==> config.mk <==
export PLATFORM = sky130hd
export DESIGN_NAME = regfile_reader
export DESIGN_NICKNAME = d
export VERILOG_FILES = /design/src/rtl/regfile_reader.sv
export SDC_FILE = /design/constraint.sdc
export NUM_CORES = 1
export LEC_CHECK = 0
export BUFFER_PORTS_ARGS = -buffer_cell sky130_fd_sc_hd__buf_2
export CORE_MARGIN = 2
export CORE_UTILIZATION = 51
export DETAILED_ROUTE_END_ITERATION = 7
export GPL_TIMING_DRIVEN = 0
export PLACE_DENSITY = 0.82
export SETUP_SLACK_MARGIN = 0.5
export SYNTH_ARGS = -nofsm -noshare
export SYNTH_HDL_FRONTEND = slang
export SYNTH_SLANG_ARGS = --single-unit
export TNS_END_PERCENT = 30
==> constraint.sdc <==
create_clock -name clock -period 4.5 [get_ports clock]
set_input_delay 0.9 -clock clock [delete_from_list [all_inputs] [get_ports clock]]
set_output_delay 0.9 -clock clock [all_outputs]
set_load 0.1 [all_outputs]
==> src/rtl/regfile_reader.sv <==
// Sequential dump engine for a regfile: walks a wrapping address range through the
// combinational read port and streams each word out over valid/ready.
`ifndef DEFAULT_WIDTH
`define DEFAULT_WIDTH 8
`endif

module regfile_reader #(
    parameter int unsigned n    = `DEFAULT_WIDTH,
    parameter int unsigned bits = 3
) (
    input  logic            clock,
    input  logic            reset,
    input  logic            start,
    input  logic [bits-1:0] start_addr,
    input  logic [bits:0]   length,
    output logic [bits-1:0] read_addr,
    input  logic [n-1:0]    read_data,
    output logic            out_valid,
    input  logic            out_ready,
    output logic [n-1:0]    out_data,
    output logic [bits-1:0] out_addr,
    output logic            out_last,
    output logic            busy,
    output logic            done
);

    typedef enum logic [1:0] {StIdle, StLoad, StSend} state_e;

    state_e          state_q, state_d;
    logic [bits-1:0] read_addr_q, read_addr_d;
    logic [bits:0]   remaining_q, remaining_d;
    logic [n-1:0]    data_q, data_d;
    logic [bits-1:0] addr_q, addr_d;
    logic            last_q, last_d;
    logic            valid_q, valid_d;
    logic            done_q, done_d;

    always_ff @(posedge clock) begin
        if (reset) begin
            state_q     <= StIdle;
            read_addr_q <= '0;
            remaining_q <= '0;
            data_q      <= '0;
            addr_q      <= '0;
            last_q      <= 1'b0;
            valid_q     <= 1'b0;
            done_q      <= 1'b0;
        end else begin
            state_q     <= state_d;
            read_addr_q <= read_addr_d;
            remaining_q <= remaining_d;
            data_q      <= data_d;
            addr_q      <= addr_d;
            last_q      <= last_d;
            valid_q     <= valid_d;
            done_q      <= done_d;
        end
    end

    always_comb begin
        state_d     = state_q;
        read_addr_d = read_addr_q;
        remaining_d = remaining_q;
        data_d      = data_q;
        addr_d      = addr_q;
        last_d      = last_q;
        valid_d     = valid_q;
        done_d      = 1'b0;
        case (state_q)
            StIdle: begin
                if (start) begin
                    if (length != '0) begin
                        read_addr_d = start_addr;
                        remaining_d = length;
                        state_d     = StLoad;
                    end else begin
                        done_d = 1'b1;
                    end
                end
            end
            StLoad: begin
                data_d  = read_data;
                addr_d  = read_addr_q;
                last_d  = (remaining_q == (bits+1)'(1));
                valid_d = 1'b1;
                state_d = StSend;
            end
            StSend: begin
                // out_valid is always high in this state, so out_ready alone is the handshake
                if (out_ready) begin
                    valid_d = 1'b0;
                    if (remaining_q == (bits+1)'(1)) begin
                        last_d  = 1'b0;
                        done_d  = 1'b1;
                        state_d = StIdle;
                    end else begin
                        read_addr_d = read_addr_q + 1'b1;
                        remaining_d = remaining_q - 1'b1;
                        state_d     = StLoad;
                    end
                end
            end
            default: state_d = StIdle;
        endcase
    end

    assign read_addr = read_addr_q;
    assign out_valid = valid_q;
    assign out_data  = data_q;
    assign out_addr  = addr_q;
    assign out_last  = last_q;
    assign busy      = (state_q != StIdle);
    assign done      = done_q;

endmodule

==> results.json <==
{
  "ir_worst_vdd_uv": 241.3,
  "cp-start-kind": "flip-flop",
  "dr.pass1.iters": 4,
  "endpoint_kind": "output pin",
  "yosys-mux-area-fraction_pct": 2.041,
  "synth-seq-cells": 23,
  "clock-sinks": 23,
  "synth_fa_ha_area_share_pct": 3.601,
  "timing.hold.ws_ns": 0.4597,
  "antenna_found_initial": 0,
  "power.total_uw": 477.0,
  "ys_warn_count": 0,
  "netlist_instances": 127,
  "ctsResizeCount": 0,
  "critPathRequiredTime_ns": 3.60,
  "io_buffers": 36,
  "yosys.area_share.simple_pct": 27.49,
  "grt_overflow": 0,
  "p_per_area_mw_per_mm2": 371.5,
  "status": "finished clean",
  "via_count": 997,
  "stdcell_count": 194,
  "synth_top_family_by_area": "simple AND/OR/NAND/NOR gates",
  "area_delta_synth_final_pct": 23.17,
  "hold_violations": 0,
  "drtAntennaViolNets": 0,
  "die_area_mm2": 0.002421,
  "cts_setup_buffers": 0,
  "finalSetupViolations": 0,
  "num_rows": 16,
  "worstSetupPathType": "reg -> out",
  "clkSlewWorstSetupHoldPaths_ns": 0.12,
  "drtIter0Drc": 16,
  "ys_seq_area_share_pct": 44.18,
  "cp.arrival_ns": 1.60,
  "grt_pass1_vias": 844,
  "h-tree-depth": 1,
  "finalCriticalPeriod_ns": 2.503,
  "synth.top_cell.area_share_pct": 44.18,
  "synth_area_leaders": "dfxtp_1 44%, nand2_1 9.0%, a21oi_1 8.2%",
  "grt_start_max_net_pins": 14,
  "dpl.hpwl_um": 1697,
  "clockBufferDepth": 2,
  "initial_core_util_pct": 53.67,
  "power_leakage_uw": 0.0005704,
  "drv_slew": 0,
  "cap_violations": 0,
  "drive_gt1_share_pct": 28.14,
  "worstHoldPathType": "reg -> reg",
  "ys_types": 31,
  "rsz0062_at_grt": "no",
  "core-area_mm2": 0.001942,
  "tightest_slew_ns": 0.4903,
  "cts-root-buf": "clkbuf_4",
  "synth_area_leader_cell": "dfxtp_1",
  "synth_compound_area_share_pct": 18.25,
  "numCtsBuffers": 3,
  "cts_tree": "built",
  "syn_avg_cell_area_um2": 8.207,
  "gp_congestion": 0.8592,
  "wl_per_cell_um": 11.29,
  "critPathMaxFanout": 10,
  "fillCellCount": 181,
  "synth-xor-area-share_pct": 0,
  "io_pins": 37,
  "fmax_mhz": 399.5,
  "maxSlewHeadroom_pct": 67.54,
  "fin_nets": 190,
  "grt_usage_pct": 19.17,
  "dp_cells": 190,
  "fin_skew_ns": 0.002143,
  "setup-tns-final_ns": 0,
  "cts_hold_buffers": 0,
  "die_w_um": 49.21,
  "clkLatencyLatePin_ns": 0.31,
  "die-height_um": 49.21,
  "synth.net_count": 149,
  "fin_crit_sh_pct": 55.63,
  "syn_area_mm2": 0.001042,
  "grt_pass1_wl_um": 3663,
  "viasPerCell": 5.139,
  "totalWireLength_um": 2190,
  "route.detailed.drc": 0,
  "finish.utilization_pct": 66.11,
  "insertedDiodeCount": 0
}
where the power goes:
part / internal, µW / switching [µW]
Clock: 33.2 / 61.9
Sequential: 218 / 11.1
Combinational: 38.6 / 115
Total: 289 / 188
per-stage QoR:
stage          worst slack (ns)  cell area, µm²
2_1_floorplan             2.383            1042
3_3_place_gp              2.214            1256
3_5_place_dp              2.202            1256
4_1_cts                   1.980            1284
5_1_grt                   1.892            1284
6_report                  1.997            1284
cells by family (layout without fill, tap and decap cells):
| kind of cell | after synthesis | after routing |
|---|---|---|
| flops | 23 | 23 |
| buf+inv | 10 | 50 |
| fa+ha+maj | 3 | 3 |
| mux | 2 | 2 |
| simple gates | 57 | 57 |
| compound gates | 32 | 32 |
cell type report:
| cell class | instances | area (µm²) | share of cell area, % |
|---|---|---|---|
| Multi-Input combinational cell | 94 | 535.5 | 41.72 |
| Sequential cell | 23 | 460.4 | 35.87 |
| Timing Repair Buffer | 36 | 180.2 | 14.04 |
| Buffer | 7 | 35.03 | 2.729 |
| Tap cell | 27 | 33.78 | 2.632 |
| Clock buffer | 3 | 22.52 | 1.754 |
| Inverter | 3 | 11.26 | 0.8772 |
| Clock inverter | 1 | 5.005 | 0.3899 |
worst paths after layout:
path | startpoint | to | slack, ns | cells after the start
max reg2reg | remaining_q[0]$_SDFFE_PP0P_ | remaining_q[3]$_SDFFE_PP0P_ | 2.71 | 5
max | state_q[1]$_SDFFE_PP0P_ | busy | 2.00 | 3
min reg2reg | out_addr[0]$_SDFFE_PP0P_ | out_addr[0]$_SDFFE_PP0P_ | 0.46 | 2
min | out_addr[0]$_SDFFE_PP0P_ | out_addr[0]$_SDFFE_PP0P_ | 0.46 | 2
state kept, by name, summed over array words and instances (netlist names):
register	cells
read_addr	3
out_valid	1
done	1
out_data	8
out_last	1
out_addr	3
state_q	2
remaining_q	4
metal layers:
metal | track usage (%) | up-vias | wire (µm)
li1 | - | 513 | -
met1 | 23.37 | 459 | 968
met2 | 33.78 | 23 | 1098
met3 | 2.761 | 2 | 100
met4 | 7.143 | 0 | 21
met5 | 0 | - | 0
layout by cell type, fill, tap and decap left out, types with 2 or more instances in the layout:
cell,n
nor3b_1,4
ha_1,3
a311oi_1,2
a21oi_1,17
nor3_1,2
clkbuf_1,5
nand2b_1,6
inv_1,3
nand2_1,25
nor2_1,8
and2_1,2
dfxtp_1,23
buf_2,37
o21ai_0,6
nor2b_1,3
clkbuf_4,3
a211oi_1,2
cells in the mapped netlist:
cell and count:
o21a_1 1, dfxtp_1 23, nor4_1 1, a22o_1 1
and2_1 2, nand2_1 25, and2_2 1, a211oi_1 2
buf_6 1, nand2b_1 6, a311oi_1 2, or2_2 1
inv_1 3, or4_4 1, nor2b_1 3, mux2i_1 1
and3b_1 1, a21oi_1 17, a22oi_1 1, ha_1 3
or3b_1 1, nor3_1 2, o31a_1 1, clkbuf_1 5
nor3b_1 4, mux2_2 1, nand3_1 1, buf_2 1
o31a_2 1, o21ai_0 6, nor2_1 8
critical path: stages, from the launching register on:
cell and delay [ns]:
dfxtp_1 0.38, clkbuf_1 0.33, or2_2 0.17, buf_2 0.41
Power figures use the tool's default switching activity.
